==> src/rtl/cache_pkg.sv <==
// cache_pkg: shared types and address helpers for cache_ctrl / cache_refill.
//   LINE_WORDS, OFFSET_W : line geometry (4 words, 2-bit word offset)
//   refill_state_e       : refill FSM encoding
//   miss_req_t           : miss request record passed from cache_ctrl
//   tag_of / idx_of      : split a word address for a given index width
package cache_pkg;

  localparam int unsigned LINE_WORDS = 4;
  localparam int unsigned OFFSET_W   = 2;

  typedef enum logic [1:0] {
    IDLE,
    REQ,
    FILL,
    TAG
  } refill_state_e;

  // Sized generously so any configured cache can carry its request in it.
  typedef struct packed {
    logic [63:0] addr;
    logic [7:0]  way;
  } miss_req_t;

  function automatic logic [63:0] tag_of(input logic [63:0] addr,
                                         input int unsigned idx_w);
    return addr >> (idx_w + OFFSET_W);
  endfunction

  function automatic logic [63:0] idx_of(input logic [63:0] addr,
                                         input int unsigned idx_w);
    logic [63:0] mask;
    mask = (64'd1 << idx_w) - 64'd1;
    return (addr >> OFFSET_W) & mask;
  endfunction

endpackage

==> src/rtl/cache_refill.sv <==
// cache_refill: miss-handling stage downstream of cache_ctrl.
// Accepts one line miss, reads the line from memory (4 beats), writes the
// data array, then the tag/valid entry, and pulses fill_done. A stalled
// memory (MEM_TIMEOUT cycles without progress, 0 = never) aborts with
// fill_err and leaves the line invalid.
// Ports:
//   clk, rst_n                      clock, async active-low reset
//   miss_vld/miss_rdy/miss_addr/miss_way   miss request handshake
//   mem_req_vld/mem_req_rdy/mem_req_addr   memory line-read request
//   mem_resp_vld/mem_resp_data      memory beats (no backpressure)
//   dat_we/dat_way/dat_idx/dat_word/dat_wdata   data-array write
//   tag_we/tag_way/tag_idx/tag_wdata            tag/valid write
//   fill_done, fill_err             registered one-cycle completion pulses
//   busy                            FSM not in IDLE
// Build option: define CACHE_REFILL_CWF_EN for critical-word-first refill
// (full miss address sent to memory, beats wrap from the missed word, and
// cwf_vld/cwf_data present the first beat to cache_ctrl).
module cache_refill
  import cache_pkg::*;
#(
  parameter int unsigned ADDR_W      = 32,
  parameter int unsigned NUM_SETS    = 64,
  parameter int unsigned NUM_WAYS    = 4,
  parameter int unsigned MEM_TIMEOUT = 255,
  localparam int unsigned IDX_W      = $clog2(NUM_SETS),
  localparam int unsigned WAY_W      = $clog2(NUM_WAYS),
  localparam int unsigned TAG_W      = ADDR_W - IDX_W - OFFSET_W
) (
  input  logic              clk,
  input  logic              rst_n,
  input  logic              miss_vld,
  output logic              miss_rdy,
  input  logic [ADDR_W-1:0] miss_addr,
  input  logic [WAY_W-1:0]  miss_way,
  output logic              mem_req_vld,
  input  logic              mem_req_rdy,
  output logic [ADDR_W-1:0] mem_req_addr,
  input  logic              mem_resp_vld,
  input  logic [31:0]       mem_resp_data,
  output logic              dat_we,
  output logic [WAY_W-1:0]  dat_way,
  output logic [IDX_W-1:0]  dat_idx,
  output logic [1:0]        dat_word,
  output logic [31:0]       dat_wdata,
  output logic              tag_we,
  output logic [WAY_W-1:0]  tag_way,
  output logic [IDX_W-1:0]  tag_idx,
  output logic [TAG_W-1:0]  tag_wdata,
  output logic              fill_done,
  output logic              fill_err,
  output logic              busy
`ifdef CACHE_REFILL_CWF_EN
  ,
  output logic              cwf_vld,
  output logic [31:0]       cwf_data
`endif
);

  localparam int unsigned TMO_W = (MEM_TIMEOUT > 0) ? $clog2(MEM_TIMEOUT + 1) : 1;

  refill_state_e     state_q, state_d;
  logic [ADDR_W-1:0] addr_q;
  logic [WAY_W-1:0]  way_q;
  logic [1:0]        beat_q;
  logic [TMO_W-1:0]  tmo_q;
  logic              done_d, err_d;
  logic              tmo_hit, progress;
  logic [1:0]        start_word, last_word;
  logic [ADDR_W-1:0] req_addr;
  logic [IDX_W-1:0]  idx;
  logic [TAG_W-1:0]  tag;

  assign idx = IDX_W'(idx_of(64'(addr_q), IDX_W));
  assign tag = TAG_W'(tag_of(64'(addr_q), IDX_W));

`ifdef CACHE_REFILL_CWF_EN
  assign start_word = addr_q[1:0];
  assign req_addr   = addr_q;
`else
  assign start_word = 2'b00;
  assign req_addr   = {addr_q[ADDR_W-1:2], 2'b00};
`endif
  // The fourth beat is the one just before the start word (mod 4).
  assign last_word = start_word - 2'd1;

  assign tmo_hit  = (MEM_TIMEOUT != 0) && (tmo_q == TMO_W'(MEM_TIMEOUT));
  assign progress = ((state_q == REQ) && mem_req_rdy) ||
                    ((state_q == FILL) && mem_resp_vld);

  always_comb begin
    state_d      = state_q;
    miss_rdy     = 1'b0;
    mem_req_vld  = 1'b0;
    mem_req_addr = '0;
    dat_we       = 1'b0;
    dat_way      = '0;
    dat_idx      = '0;
    dat_word     = '0;
    dat_wdata    = '0;
    tag_we       = 1'b0;
    tag_way      = '0;
    tag_idx      = '0;
    tag_wdata    = '0;
    done_d       = 1'b0;
    err_d        = 1'b0;
    busy         = (state_q != IDLE);
    unique case (state_q)
      IDLE: begin
        miss_rdy = 1'b1;
        if (miss_vld) state_d = REQ;
      end
      REQ: begin
        mem_req_vld  = 1'b1;
        mem_req_addr = req_addr;
        if (mem_req_rdy) begin
          state_d = FILL;
        end else if (tmo_hit) begin
          state_d = IDLE;
          err_d   = 1'b1;
        end
      end
      FILL: begin
        if (mem_resp_vld) begin
          dat_we    = 1'b1;
          dat_way   = way_q;
          dat_idx   = idx;
          dat_word  = beat_q;
          dat_wdata = mem_resp_data;
          if (beat_q == last_word) state_d = TAG;
        end else if (tmo_hit) begin
          state_d = IDLE;
          err_d   = 1'b1;
        end
      end
      TAG: begin
        tag_we    = 1'b1;
        tag_way   = way_q;
        tag_idx   = idx;
        tag_wdata = tag;
        done_d    = 1'b1;
        state_d   = IDLE;
      end
      default: state_d = IDLE;
    endcase
  end

`ifdef CACHE_REFILL_CWF_EN
  // Only the first beat of a fill lands on the start word.
  assign cwf_vld  = dat_we && (beat_q == start_word);
  assign cwf_data = cwf_vld ? mem_resp_data : '0;
`endif

  always_ff @(posedge clk or negedge rst_n) begin
    if (!rst_n) begin
      state_q   <= IDLE;
      addr_q    <= '0;
      way_q     <= '0;
      beat_q    <= '0;
      tmo_q     <= '0;
      fill_done <= 1'b0;
      fill_err  <= 1'b0;
    end else begin
      state_q   <= state_d;
      fill_done <= done_d;
      fill_err  <= err_d;
      if ((state_q == IDLE) && miss_vld) begin
        addr_q <= miss_addr;
        way_q  <= miss_way;
      end
      if ((state_q == REQ) && mem_req_rdy) begin
        beat_q <= start_word;
      end else if ((state_q == FILL) && mem_resp_vld) begin
        beat_q <= beat_q + 2'd1;
      end
      if ((state_q == REQ) || (state_q == FILL)) begin
        if (progress || tmo_hit) tmo_q <= '0;
        else                     tmo_q <= tmo_q + TMO_W'(1);
      end else begin
        tmo_q <= '0;
      end
    end
  end

endmodule

==> config.mk <==
export PLATFORM = sky130hd
export DESIGN_NAME = cache_refill
export DESIGN_NICKNAME = d
export VERILOG_FILES = /design/src/rtl/cache_pkg.sv /design/src/rtl/cache_refill.sv
export SDC_FILE = /design/constraint.sdc
export NUM_CORES = 1
export LEC_CHECK = 0
export BUFFER_PORTS_ARGS = -buffer_cell sky130_fd_sc_hd__buf_4
export CORE_MARGIN = 2
export CORE_UTILIZATION = 42
export DETAILED_ROUTE_END_ITERATION = 6
export PLACE_DENSITY_LB_ADDON = 0.3
export SYNTH_ARGS = -nofsm -noshare
export SYNTH_HDL_FRONTEND = slang
export SYNTH_SLANG_ARGS = --single-unit
export TNS_END_PERCENT = 10
==> constraint.sdc <==
create_clock -name clk -period 1.65 [get_ports clk]
set_input_delay 0.33 -clock clk [delete_from_list [all_inputs] [get_ports clk]]
set_output_delay 0.33 -clock clk [all_outputs]
set_load 0.1 [all_outputs]
==> impl_metrics.yaml, run 1 <==
synth:
  synth_top_flop_cell: "sky130_fd_sc_hd__dfrtp_1"
  post_synth_mux_area_share: 0.139
  yosys.area_share.adder: 0.0282
  synth_area_per_cell_sq_um: 10.1
  synth_top_family_by_area: "simple AND/OR/NAND/NOR gates"
  synth_seq_area_share: 0.433
  netlist_area_sq_mm: 0.00266
  postSynthRegisterBits: 46
  yosys.area_share.simple: 0.305
  synth_compound_gate_area_share: 0.0423
  synth_warnings: 0
  xor_and_xnor_area_share_after_synthesis: 0.00988
  number_of_flops_mapped_to_enable_cells_by_yosys: 0
  syn_inst: 264
  async_reset_ff_frac: 1.00
  yosys.cell_types.count: 39
floorplan:
  floorplan.initialDensity: 0.441
  chipHeight_microns: 83.6
  design.portCount: 184
  rows: 28
  die_w_microns: 83.6
placement:
  post-place-cells: 516
  dp_hpwl_mm: 6.60
  placement.cell_area_sq_mm: 0.00460
  place.port_buffers: 179
  gpl.final_weighted_congestion: 0.850
clock_network:
  clock_tree.root_cell: "sky130_fd_sc_hd__clkbuf_8"
  post_cts.repair.setup_buffers: 1
  hold_buffer_count_at_cts: 0
  tritoncts_num_sinks: 46
  cts_resized: 340
  max-clock-path-buffers: 2
  cts_made_buffers: 5
  htree_num_levels: 2
outcome:
  outcome.stop_stage: "clock tree synthesis (4_1_cts)"
  run_status: "did not finish"
  flow.first_error: "[ERROR DPL-0038] Utilization greater than 100%, impossible to legalize"
## cell usage after synthesis (2+ instances only)
master,count,share of area
sky130_fd_sc_hd__a21oi_1,4,0.0075
sky130_fd_sc_hd__and2_1,62,0.15
sky130_fd_sc_hd__and3_1,42,0.099
sky130_fd_sc_hd__buf_2,4,0.0075
sky130_fd_sc_hd__buf_4,2,0.0056
sky130_fd_sc_hd__clkbuf_1,14,0.020
sky130_fd_sc_hd__dfrtp_1,46,0.43
sky130_fd_sc_hd__ha_1,6,0.028
sky130_fd_sc_hd__inv_1,4,0.0056
sky130_fd_sc_hd__mux2_1,30,0.13
sky130_fd_sc_hd__mux2_2,2,0.0085
sky130_fd_sc_hd__nand2_1,5,0.0071
sky130_fd_sc_hd__nand3_1,2,0.0038
sky130_fd_sc_hd__nor2_1,5,0.0071
sky130_fd_sc_hd__nor2b_1,3,0.0071
sky130_fd_sc_hd__nor3_1,3,0.0056
sky130_fd_sc_hd__o21ai_0,5,0.0094
sky130_fd_sc_hd__or3_1,2,0.0047
sky130_fd_sc_hd__xnor2_1,3,0.0099
## cells by family after synthesis
| kind of cell | after synthesis |
|---|---|
| fa+ha+maj | 6 |
| mux | 33 |
| simple gates | 132 |
| buf+inv | 26 |
| xor+xnor | 3 |
| other cells | 1 |
| flops | 46 |
| compound gates | 17 |
## through the flow
step | setup TNS [ns] | setup WS, ns | util
floorplan | -16.53 | -0.194 | -
global placement | -1.04 | -0.0344 | 0.763
detailed placement | -1.82 | -0.0530 | 0.763
==> run 2, diff against run 1 <==
Settings changed: CORE_UTILIZATION 42 to 40, PLACE_DENSITY_LB_ADDON 0.3 to 0.15.
==> impl_metrics.yaml, run 2 <==
power:
  power.leakage_uw: 0.00276
  vdd_drop_max_mv: 1.89
  power.density_mw_per_mm2: 2290
clock_network:
  post_cts_clock_slew_at_the_launch_and_capture_registers_of_the_worst_setup_and_hold_paths_ns: 0.11
  tritoncts_num_sinks: 46
  clock_tree.root_cell: "sky130_fd_sc_hd__clkbuf_8"
  htree_num_levels: 2
  cts_tree: "yes"
  cts_made_buffers: 5
  skew_pair_late_insertion_delay_ns: 0.32
  max-clock-path-buffers: 2
sta:
  setup_viol: 140
  fmax_mhz: 487
  slew_headroom: 0.584
  count_of_final_max_slew_check_failures: 0
  tightest_pin_transition_ns: 0.624
  hold_violation_count_in_the_final_report: 0
  layout_worst_path_cycle_share: 1.25
  min_period_ns: 2.05
  accumulated_negative_setup_slack_ns: -31.17
  grt_setup_unrepaired: "true"
  fin_skew_ns: 0.00981
  final.setup.worst_slack_ns: -0.404
synth:
  synthTopCellsByCount: "sky130_fd_sc_hd__and2_1, sky130_fd_sc_hd__dfrtp_1, sky130_fd_sc_hd__and3_1"
  synth_top_flop_cell: "sky130_fd_sc_hd__dfrtp_1"
  async_reset_ff_frac: 1.00
  synthDominantCellAreaShare: 0.433
  synth.most_common_cell: "sky130_fd_sc_hd__and2_1"
  synth_seq_area_share: 0.433
  postSynthRegisterBits: 46
  synth_area_per_cell_sq_um: 10.1
  yosys.area.top_type: "sky130_fd_sc_hd__dfrtp_1"
  syn_inst: 264
  number_of_flops_mapped_to_enable_cells_by_yosys: 0
  synth_warnings: 0
  netlist_area_sq_mm: 0.00266
  post_synth_main_area_contributors: "sky130_fd_sc_hd__dfrtp_1, sky130_fd_sc_hd__and2_1, sky130_fd_sc_hd__mux2_1"
  yosys.cell_types.count: 39
placement:
  gpl.final_weighted_congestion: 0.878
  placement.cell_area_sq_mm: 0.00463
  place.port_buffers: 179
  dp_hpwl_mm: 6.53
outcome:
  run_status: "finished with violations"
  failing_checks: "setup timing"
critical_path:
  ordered_list_of_cells_on_the_worst_path: "buf_6 > ha_4 > buf_4 > and2_4 > buf_12"
  critPathKind: "flip-flop to output port"
  worst-r2r-setup-slack_ns: -0.10
  critPathLaunch: "state_q[1]"
  critical_path.max_stage_delay_ns: 0.47
  crit-reg2reg-launch: "state_q[1]"
  cp_data_required_time_ns: 1.32
  crit_end: "tag_wdata[7]"
  reg2reg_to: "beat_q[1]"
  critical_path_arrival_ns: 1.72
  end_kind: "output port"
  crit_path_top_delay_cell: "sky130_fd_sc_hd__dfrtp_2"
  path_max_fanout: 8
  timing.critical_path.from_type: "flip-flop"
  worst-r2r-cell-count: 6
floorplan:
  die_w_microns: 85.6
  floorplan_core_area_sq_mm: 0.00639
  floorplan.initialDensity: 0.417
  die_area_sq_mm: 0.00732
  chipHeight_microns: 85.6
  rows: 29
  design.portCount: 184
cells_and_area:
  largest_registers: "addr_q (30), tmo_q (8)"
  insertedDiodeCount: 0
  layout_commonest_cell: "sky130_fd_sc_hd__buf_12"
  top_register: "addr_q"
  leading_cell_types_in_the_layout_fill_and_taps_excluded: "sky130_fd_sc_hd__buf_12, sky130_fd_sc_hd__buf_4, sky130_fd_sc_hd__and2_4"
  final_net_count: 533
  number_of_flip_flops_in_the_largest_register: 30
  final_layout_size_suffix_gt1_frac: 0.748
  final.fill_count: 81
  syn_to_final_growth_pct: 134
  final_cell_area_sq_mm: 0.00623
worst_hold_path:
  worstHoldPathType: "input pin to async pin"
global_route:
  grt_usage: 0.386
  pin_count_of_the_biggest_net_entering_global_routing: 47
  vias_in_the_first_global_route: 3409
  first_pass_grt_wire_length_mm: 21.1
  grt_overflow: 0
  antenna_found_initial: 0
drt:
  route.detailed.wl_per_inst_microns: 31.8
  vias_per_cell: 6.19
  route.final.wire_length_mm: 17.0
  route.antenna.remaining_nets: 0
  drt_first_iter_violations: 364
  detailroute.via_count: 3305
  remaining_drc_errors: 0
  first_pass_iters: 5
flow_run:
  maxCapViolCount: 0
-- run 2: cell counts after synthesis --
Identical to the previous run, type by type.
-- run 2: how the worst min path moves through the flow --
| stage | from | endpoint | slack (ns) | cells past startpoint |
|---|---|---|---|---|
| after global routing | rst_n | addr_q[13] | 0.06 | 1 |
| after CTS | rst_n | addr_q[26] | 0.05 | 1 |
| after global placement | rst_n | addr_q[26] | 0.38 | 1 |
| final | rst_n | addr_q[18] | 0.01 | 1 |
| after detailed placement | rst_n | addr_q[26] | 0.37 | 1 |
| after floorplan | rst_n | addr_q[10] | 0.03 | 0 |
-- run 2: what timing repair did --
item,4_1_cts,5_1_grt
resized for setup,330,24
setup endpoints to repair,124,150
cloned,1,0
pin swaps,29,10
hold buffers,0,0
buffers inserted,0,3
-- run 2: power by group --
group / switching (uW) / leakage, uW / internal (uW)
Clock: 446 / 0.0000585 / 455
Sequential: 647 / 0.000562 / 1600
Combinational: 6980 / 0.00214 / 4130
-- run 2: worst max-delay path: cells and delay by family, from the launching register on --
| kind | cells | cell delay [ns] |
|---|---|---|
| adders and majority gates | 1 | 0.20 |
| buffers and inverters | 3 | 0.53 |
| DFF | 1 | 0.47 |
| and+or+nand+nor | 1 | 0.21 |
-- run 2: layer usage --
layer  share of wire  GRT usage
met1            0.31      0.420
met3           0.099      0.109
met5               0          0
met4           0.086      0.177
met2            0.50      0.693
-- run 2: per-stage QoR --
stage	hold WS, ns	instances	setup WS (ns)	total power, uW	utilization
floorplan	0.0344	265	-0.194	8720	-
global placement	0.379	522	-0.0357	10300	0.725
detailed placement	0.369	522	-0.0353	10400	0.725
finish	0.0140	534	-0.404	14300	0.976
CTS	0.0501	531	-0.253	13300	0.961
global route	0.0557	534	-0.407	14500	0.976
-- run 2: cell families (layout without fill, tap and decap cells) --
family                     count (synthesis)  after routing  synth area share
other                                      1              2           0.00141
DFF                                       46             46             0.433
and+or+nand+nor                          132            132             0.305
AOI/OAI and AO/OA                         17             17            0.0423
muxes                                     33             33             0.139
adders and majority gates                  6              6            0.0282
buffers and inverters                     26            218            0.0414
xor gates and xnor gates                   3              3           0.00988
-- run 2: final cells by class --
type,instances,area [sq um],share of cell area
Timing Repair Buffer,204,2970,0.477
Tap cell,77,96.3,0.0155
Multi-Input combinational cell,193,1870,0.300
Clock inverter,3,43.8,0.00702
Sequential cell,46,1150,0.185
Inverter,6,28.8,0.00462
Clock buffer,5,68.8,0.0110
No activity file was read; power rests on OpenSTA's default activity.
